$ cat src/rtl/seq_tx_pkg.sv
// Shared types and constants for the 111010 sync-word frame transmitter.
package seq_tx_pkg;

  typedef enum logic [1:0] {
    S_IDLE,
    S_SYNC,
    S_DATA,
    S_GAP
  } tx_state_t;

  localparam logic [5:0] DEFAULT_SYNC = 6'b111010;

  // One down-counter serves every state, so it must hold the largest reload value.
  function automatic int cnt_width(input int a, input int b, input int c);
    int m;
    m = a;
    if (b > m) m = b;
    if (c > m) m = c;
    return $clog2(m + 1);
  endfunction

endpackage

$ cat src/rtl/seq_111010_frame_tx_piso_shreg.sv
// Parallel-load, MSB-first shift register holding the payload of the frame in flight.
module piso_shreg #(
  parameter int W = 8
) (
  input  logic         clk,
  input  logic         rst,
  input  logic         load,
  input  logic         shift,
  input  logic [W-1:0] d,
  output logic         msb
);

  logic [W-1:0] q;

  always_ff @(posedge clk) begin
    if (!rst) begin
      q <= '0;
    end else if (load) begin
      q <= d;
    end else if (shift) begin
      q <= q << 1;
    end
  end

  assign msb = q[W-1];

endmodule

$ cat src/rtl/seq_111010_frame_tx.sv
// Serial frame transmitter: sync word, MSB-first payload, then a forced idle gap.
module seq_111010_frame_tx
  import seq_tx_pkg::*;
#(
  parameter int                SYNC_W     = 6,
  parameter logic [SYNC_W-1:0] SYNC       = DEFAULT_SYNC,
  parameter int                DATA_W     = 8,
  parameter int                GAP_CYCLES = 2,
  parameter logic              IDLE_BIT   = 1'b0
) (
  input  logic              clk,
  input  logic              rst,
  input  logic              start,
  input  logic [DATA_W-1:0] data_in,
  output logic              ready,
  output logic              ser_out,
  output logic              ser_valid,
  output logic              frame_done
);

  localparam int CNT_W  = cnt_width(SYNC_W, DATA_W, GAP_CYCLES);
  localparam int SIDX_W = (SYNC_W > 1) ? $clog2(SYNC_W) : 1;

  tx_state_t         state, state_nxt;
  logic [CNT_W-1:0]  cnt, cnt_nxt;
  logic [SIDX_W-1:0] sync_idx;
  logic              ser_out_nxt, ser_valid_nxt, frame_done_nxt;
  logic              load, shift, shreg_msb;

  piso_shreg #(.W(DATA_W)) u_shreg (
    .clk   (clk),
    .rst   (rst),
    .load  (load),
    .shift (shift),
    .d     (data_in),
    .msb   (shreg_msb)
  );

  // cnt holds the index of the bit currently on ser_out, so the next sync bit is cnt-1.
  assign sync_idx = SIDX_W'(cnt - CNT_W'(1));
  assign ready    = (state == S_IDLE);

  always_ff @(posedge clk) begin
    if (!rst) begin
      state      <= S_IDLE;
      cnt        <= '0;
      ser_out    <= IDLE_BIT;
      ser_valid  <= 1'b0;
      frame_done <= 1'b0;
    end else begin
      state      <= state_nxt;
      cnt        <= cnt_nxt;
      ser_out    <= ser_out_nxt;
      ser_valid  <= ser_valid_nxt;
      frame_done <= frame_done_nxt;
    end
  end

  always_comb begin
    state_nxt      = state;
    cnt_nxt        = cnt;
    ser_out_nxt    = IDLE_BIT;
    ser_valid_nxt  = 1'b0;
    frame_done_nxt = 1'b0;
    load           = 1'b0;
    shift          = 1'b0;
    unique case (state)
      S_IDLE: begin
        if (start) begin
          load          = 1'b1;
          state_nxt     = S_SYNC;
          cnt_nxt       = CNT_W'(SYNC_W - 1);
          ser_out_nxt   = SYNC[SYNC_W-1];
          ser_valid_nxt = 1'b1;
        end
      end
      S_SYNC: begin
        ser_valid_nxt = 1'b1;
        if (cnt == '0) begin
          state_nxt      = S_DATA;
          cnt_nxt        = CNT_W'(DATA_W - 1);
          ser_out_nxt    = shreg_msb;
          shift          = 1'b1;
          frame_done_nxt = (DATA_W == 1);
        end else begin
          cnt_nxt     = cnt - CNT_W'(1);
          ser_out_nxt = SYNC[sync_idx];
        end
      end
      S_DATA: begin
        if (cnt == '0) begin
          if (GAP_CYCLES == 0) begin
            state_nxt = S_IDLE;
            cnt_nxt   = '0;
          end else begin
            state_nxt = S_GAP;
            cnt_nxt   = CNT_W'(GAP_CYCLES - 1);
          end
        end else begin
          ser_valid_nxt  = 1'b1;
          ser_out_nxt    = shreg_msb;
          shift          = 1'b1;
          cnt_nxt        = cnt - CNT_W'(1);
          frame_done_nxt = (cnt == CNT_W'(1));
        end
      end
      S_GAP: begin
        if (cnt == '0) begin
          state_nxt = S_IDLE;
          cnt_nxt   = '0;
        end else begin
          cnt_nxt = cnt - CNT_W'(1);
        end
      end
      default: begin
        state_nxt = S_IDLE;
        cnt_nxt   = '0;
      end
    endcase
  end

endmodule

$ cat config.mk
export PLATFORM = sky130hd
export DESIGN_NAME = seq_111010_frame_tx
export DESIGN_NICKNAME = d
export VERILOG_FILES = /design/src/rtl/seq_tx_pkg.sv /design/src/rtl/seq_111010_frame_tx_piso_shreg.sv /design/src/rtl/seq_111010_frame_tx.sv
export SDC_FILE = /design/constraint.sdc
export NUM_CORES = 1
export LEC_CHECK = 0
export BUFFER_PORTS_ARGS = -buffer_cell sky130_fd_sc_hd__buf_2
export CAP_MARGIN = 20
export CORE_ASPECT_RATIO = 0.9
export CORE_MARGIN = 2
export CORE_UTILIZATION = 59
export DETAILED_ROUTE_END_ITERATION = 10
export GPL_TIMING_DRIVEN = 0
export PLACE_DENSITY = 0.91
export SETUP_SLACK_MARGIN = 0.15
export SYNTH_ARGS = -nofsm -noshare
export SYNTH_HDL_FRONTEND = slang
export SYNTH_SLANG_ARGS = --single-unit
export TNS_END_PERCENT = 100
$ cat constraint.sdc
create_clock -name clk -period 5.2 [get_ports clk]
set_clock_uncertainty 0.05 [all_clocks]
set_input_delay 0.52 -clock clk [delete_from_list [all_inputs] [get_ports clk]]
set_output_delay 0.52 -clock clk [all_outputs]
set_load 0.02 [all_outputs]
==> results.md, run 1 <==
* Detailed-route DRC error count at 0
* Worst setup margin at 3.36 ns
* CP Launch Type: flop
* Layout cells sized above 1 at 17.8%
* Crit path kind: flop to output port
* Core area at 1630 µm²
* First-pass GRT wire length at 3.46 mm
* Max-slew headroom at 68.1%
* Routed via count at 923
* Flop2flop setup slack at 3.45 ns
* DIE AREA at 2020 µm²
* Worst Path Max Fanout at 8
* Leading cell type in the layout, fill and taps excluded: dfxtp_1
* Post-Synthesis Cell Area at 988 µm²
* Antenna-violating nets left at 0
* Final setup vio count at 0
* Internal at 358 µW
* Status: finished, final reports clean
* Vias per inst at 5.81
* Fill cells at 145
* Number of clock sinks at 17
* Fin util at 68.2%
* Global-route usage over all layers at 23.7%
* P per Cell Area at 559 nW/µm²
* TritonCTS clock tree: built
* CTS hold repair buffers at 0
* # IOs at 15
* Syn-to-layout area delta at 12.4%
* IR drop worst, VDD at 0.381 mV
* Critical Path AT at 1.27 ns
* DRT Wirelength at 2.05 mm
* Synth Register Bits at 17
* Comb pwr share at 58.5%
* Leakage at 0.496 nW
* Clk pwr share at 11.4%
* Most frequent cells in the layout: 17 x dfxtp_1, 13 x nand2_1, 13 x buf_2
* Crit end category: output port
* Reg-to-Reg Start: cnt[0]
* Hpwl dp at 1.50 mm
* Sequential element share of the synthesized area at 34.4%
* Skew-Pair Late Insertion Delay at 0.30 ns
* Vias in the first global route at 842
* Clk slew on worst S/H paths at 0.11 ns
* Antenna violations before repair at 0
* Root Buffer: clkbuf_4
* DRT iter0 DRCs at 48
* Syn nets at 133
* Nets at 151
* Sequential share of power at 30.1%
* R2r worst-path depth at 5
* Actual transition at the worst max-transition pin at 0.474 ns
* Achievable Freq at 543 MHz
* Grt total ovfl at 0
* Synth cell types at 31
* # rows at 14
* Net switching fraction of the power at 42.4%
* Mapped Cells at 118
* Pre-CTS setup slack at 3.45 ns
* Final Hold Viols at 0
* Starting density of the core at 60.7%
* Die H at 42.8 µm
* Gpl congestion at 0.834
* Post-CTS resize count at 0
* Critical path required time at 4.63 ns
* DR WL/cell at 12.9 µm
* Final setup TNS at 0 ns
* # diodes at 0
* Min Tclk post-route at 1.84 ns
* Port bufs at 13
* Max Slew Vio Count at 0
* Syn avg cell area at 8.38 µm²
* HP Class: flop to flop
* Largest net degree at the start of global routing at 11
* Worst r2r dst: u_shreg.q[7]
* Die X at 47.1 µm
* 1st-pass router iterations at 4
* Clock H-tree levels at 1
* Post-CTS setup buffer count at 0
* RSZ-0062 raised after global routing: false
* Post-Place Cells at 155
* YS warnings at 0
* Tcrit/Tclk final at 35.4%
* Cts bufs inserted at 3
* Clock tree buffer depth at 2
* Critical Path Start: state[0]
* Max Cap Viol at 0
* Worst Setup EP: ready
* Layout Cells excl Fill at 159
* P_sw at 263 µW
-- metal layers --
metal  vias to the layer above  GRT usage [%]  part of all wire [%]
met4                         0           10.0                   2.2
met1                       408           31.7                    44
li1                        458              -                     -
met5                         -              0                     0
met2                        47           34.2                    46
met3                        10           8.09                   7.3
-- state kept, by name, summed over array words and instances, names as in the netlist --
register,cells
u_shreg.q,8
cnt,4
state,2
frame_done,1
ser_out,1
ser_valid,1
-- power groups by stage --
| stage | logic [mW] | registers [mW] | clock network [mW] |
|---|---|---|---|
| after global routing | 0.400 | 0.190 | 0.0787 |
| after global placement | 0.344 | 0.187 | 0 |
| after detailed placement | 0.356 | 0.190 | 0 |
| final | 0.363 | 0.187 | 0.0706 |
| after CTS | 0.358 | 0.187 | 0.0733 |
| after floorplan | 0.283 | 0.193 | 0 |
-- synth_stat cells, drive strengths merged --
| cell | instances | share of area (%) |
|---|---|---|
| a21boi | 7 | 5.3 |
| a21oi | 4 | 2.0 |
| a31oi | 2 | 1.3 |
| and3 | 8 | 5.1 |
| buf | 3 | 3.0 |
| clkbuf | 8 | 3.0 |
| dfxtp | 17 | 34 |
| ha | 4 | 5.1 |
| inv | 3 | 1.1 |
| mux2 | 2 | 2.7 |
| mux2i | 8 | 8.1 |
| nand2 | 13 | 4.9 |
| nand2b | 2 | 1.3 |
| nand3 | 4 | 2.0 |
| nor2 | 2 | 0.76 |
| nor3 | 2 | 1.0 |
| nor4 | 3 | 1.9 |
| o211a | 1 | 1.0 |
| o21a | 2 | 1.5 |
| o21ai | 12 | 6.1 |
| o22ai | 3 | 1.9 |
| o311ai | 1 | 0.89 |
| o31ai | 1 | 0.76 |
| or2 | 1 | 0.63 |
| or2b | 1 | 0.76 |
| or3 | 1 | 0.63 |
| or4 | 2 | 1.9 |
| xor2 | 1 | 0.89 |
-- critical path, cell delays in order (launching register included) --
cell	delay (ns)
dfxtp_1	0.35
inv_1	0.09
ha_1	0.31
buf_2	0.22
-- per-stage QoR --
step	instance area [µm²]	power [mW]	hold slack, ns
floorplan	988	0.476	0.385
global placement	1080	0.532	0.392
detailed placement	1080	0.546	0.405
CTS	1110	0.618	0.420
global route	1110	0.669	0.445
finish	1110	0.621	0.416
-- final cells by class --
class / count / area (µm²) / share of cell area, %
Multi-Input combinational cell: 87 / 577 / 51.9
Sequential cell: 17 / 340 / 30.6
Timing Repair Buffer: 13 / 65.1 / 5.86
Buffer: 11 / 60.1 / 5.41
Tap cell: 24 / 30.0 / 2.70
Clock buffer: 3 / 22.5 / 2.03
Inverter: 3 / 11.3 / 1.01
Clock inverter: 1 / 5.00 / 0.450
-- kinds of logic after synthesis --
family	share of synthesized area (%)
AOI/OAI and AO/OA	20.8
xor gates and xnor gates	0.886
adders and majority gates	5.06
buffers and inverters	7.22
DFF	34.4
muxes	10.8
and+or+nand+nor	20.9
-- worst min-delay path by stage --
stage / end / cells past startpoint / from / slack [ns]
2_1_floorplan: u_shreg.q[1] / 2 / u_shreg.q[1] / 0.38
3_3_place_gp: u_shreg.q[3] / 2 / u_shreg.q[3] / 0.39
3_5_place_dp: u_shreg.q[3] / 2 / u_shreg.q[3] / 0.40
4_1_cts: u_shreg.q[6] / 2 / u_shreg.q[6] / 0.42
5_1_grt: u_shreg.q[1] / 2 / u_shreg.q[1] / 0.45
6_report: u_shreg.q[3] / 2 / u_shreg.q[3] / 0.42
No activity file was read; power rests on OpenSTA's default activity.
==> run 2: changes to the inputs <==
- CORE_UTILIZATION: 59 -> 54
- PLACE_DENSITY: 0.91 -> 0.85
- clock period: 5.2 -> 1.9 ns (I/O delays scaled with it)
==> run 2 against run 1 <==
- worst setup slack worse by 3.2 ns
- register-to-register slack worse by 3.3 ns
- largest cell class unchanged
- critical path depth is 2 higher
- first-iteration DRC count is 17% lower
- clock power grew to 2.8 times the previous value
- critical endpoint is now u_shreg.q[7]
- routed wire length is 7.2% higher
- combinational power grew to 3.0 times the previous value
- flip-flop and latch count stayed put
- hold slack worse by 0.30 ns
- core utilization hardly changed
- sequential share of layout area is 1.1 points lower
==> results.md, run 2 (synthesis results as in run 1) <==
* Status: finished, final reports clean
* Tcrit/Tclk final at 92.0%
* Critical path required time at 2.04 ns
* P per Cell Area at 1560 nW/µm²
* Antenna violations before repair at 0
* IR drop worst, VDD at 1.03 mV
* Pre-CTS setup slack at 0.160 ns
* Final setup TNS at 0 ns
* Max Slew Vio Count at 0
* CP Launch Type: flop
* Cts bufs inserted at 3
* Number of clock sinks at 17
* Fin util at 68.2%
* Crit path kind: flop to flop
* Reg-to-Reg Start: cnt[1]
* TritonCTS clock tree: built
* First-pass GRT wire length at 3.43 mm
* Nets at 155
* Achievable Freq at 572 MHz
* Number of flip-flops under the largest register name at 8
* Die X at 49.1 µm
* Most frequent cells in the layout: 16 x dfxtp_1, 13 x nand2_1, 13 x buf_2
* Hold depth at 3
* Clock H-tree levels at 1
* Final setup vio count at 0
* DRT Wirelength at 2.20 mm
* Actual transition at the worst max-transition pin at 0.476 ns
* Worst Path Max Fanout at 7
* Core area at 1700 µm²
* CTS hold repair buffers at 0
* Clock tree buffer depth at 2
* DR WL/cell at 13.5 µm
* Post-route cell area at 1160 µm²
* # diodes at 0
* Worst r2r dst: u_shreg.q[7]
* Die H at 44.6 µm
* Final Hold Viols at 0
* Crit end category: flop
* Worst setup margin at 0.153 ns
* Biggest register: u_shreg.q
* R2r worst-path depth at 5
* Clk slew on worst S/H paths at 0.10 ns
* Routed via count at 939
* DRT iter0 DRCs at 40
* 1st-pass router iterations at 4
* Critical Path AT at 1.88 ns
* Power Total at 1.80 mW
* Flop2flop setup slack at 0.15 ns
* Hold path start: data_in[0]
* Port bufs at 13
* HP Class: input port to flop
* Leading cell type in the layout, fill and taps excluded: dfxtp_1
* Placement Cell Area at 1080 µm²
* Fill cells at 147
* DIE AREA at 2190 µm²
* Leakage at 0.531 nW
* Hold Path Sink: u_shreg.q[0]
* Max Cap Viol at 0
* Max-slew headroom at 68.3%
* RSZ-0062 raised after global routing: true
* Starting density of the core at 58.2%
* Root Buffer: clkbuf_4
* Gpl congestion at 0.828
* # IOs at 15
* Layout cells sized above 1 at 23.7%
* Global-route usage over all layers at 20.6%
* Skew-Pair Late Insertion Delay at 0.30 ns
* Detailed-route DRC error count at 0
* Min Tclk post-route at 1.75 ns
* Grt total ovfl at 0
* Syn-to-layout area delta at 17.2%
* # rows at 14
* Hpwl dp at 1.49 mm
* Vias per inst at 5.76
* Largest net degree at the start of global routing at 11
* Largest registers: u_shreg.q (8), cnt (4), state (2)
* Antenna-violating nets left at 0
* Vias in the first global route at 821
==> run 2: critical path: stages, from the launching register on <==
cell,delay [ns]
dfxtp_2,0.33
buf_6,0.12
or4_4,0.56
mux2_4,0.32
buf_8,0.14
mux2i_1,0.11
==> run 2: worst max-delay path by stage <==
stage                     startpoint  cells past startpoint      endpoint
final                         cnt[1]                      5  u_shreg.q[7]
after CTS                     cnt[0]                      5  u_shreg.q[7]
after global placement        cnt[0]                      5  u_shreg.q[2]
after detailed placement      cnt[0]                      5  u_shreg.q[3]
after floorplan               cnt[0]                      5  u_shreg.q[1]
after global routing          cnt[1]                      5  u_shreg.q[3]
==> run 2: repair_timing <==
action                     CTS  global route
setup buffers                0             4
setup endpoints to repair    0            14
gates resized for setup      0            12
==> run 2: cell type report <==
| type | instances | area [µm²] | share of cell area (%) |
|---|---|---|---|
| timing repair buffer | 17 | 95.1 | 8.21 |
| sequential | 17 | 342 | 29.5 |
| clock buffer | 4 | 26.3 | 2.27 |
| tap | 24 | 30.0 | 2.59 |
| multi-input combinational | 87 | 582 | 50.2 |
| buffer | 11 | 72.6 | 6.26 |
| inverter | 3 | 11.3 | 0.972 |
==> run 2: power by group <==
part | internal, mW | switching (mW)
Sequential | 0.462 | 0.0529
Combinational | 0.507 | 0.584
Clock | 0.0818 | 0.115
==> run 2: per-layer routing <==
layer	vias to the layer above	GRT usage [%]	routed length (µm)
met1	438	24.6	990
met3	4	6.42	124
li1	465	-	-
met4	0	6.86	19
met2	32	35.7	1070
met5	-	0	0
==> run 2: metrics by stage <==
step | std cells | hold slack [ns]
6_report | 163 | 0.114
5_1_grt | 163 | 0.150
4_1_cts | 159 | 0.112
3_5_place_dp | 155 | 0.406
3_3_place_gp | 155 | 0.392
2_1_floorplan | 118 | 0.284
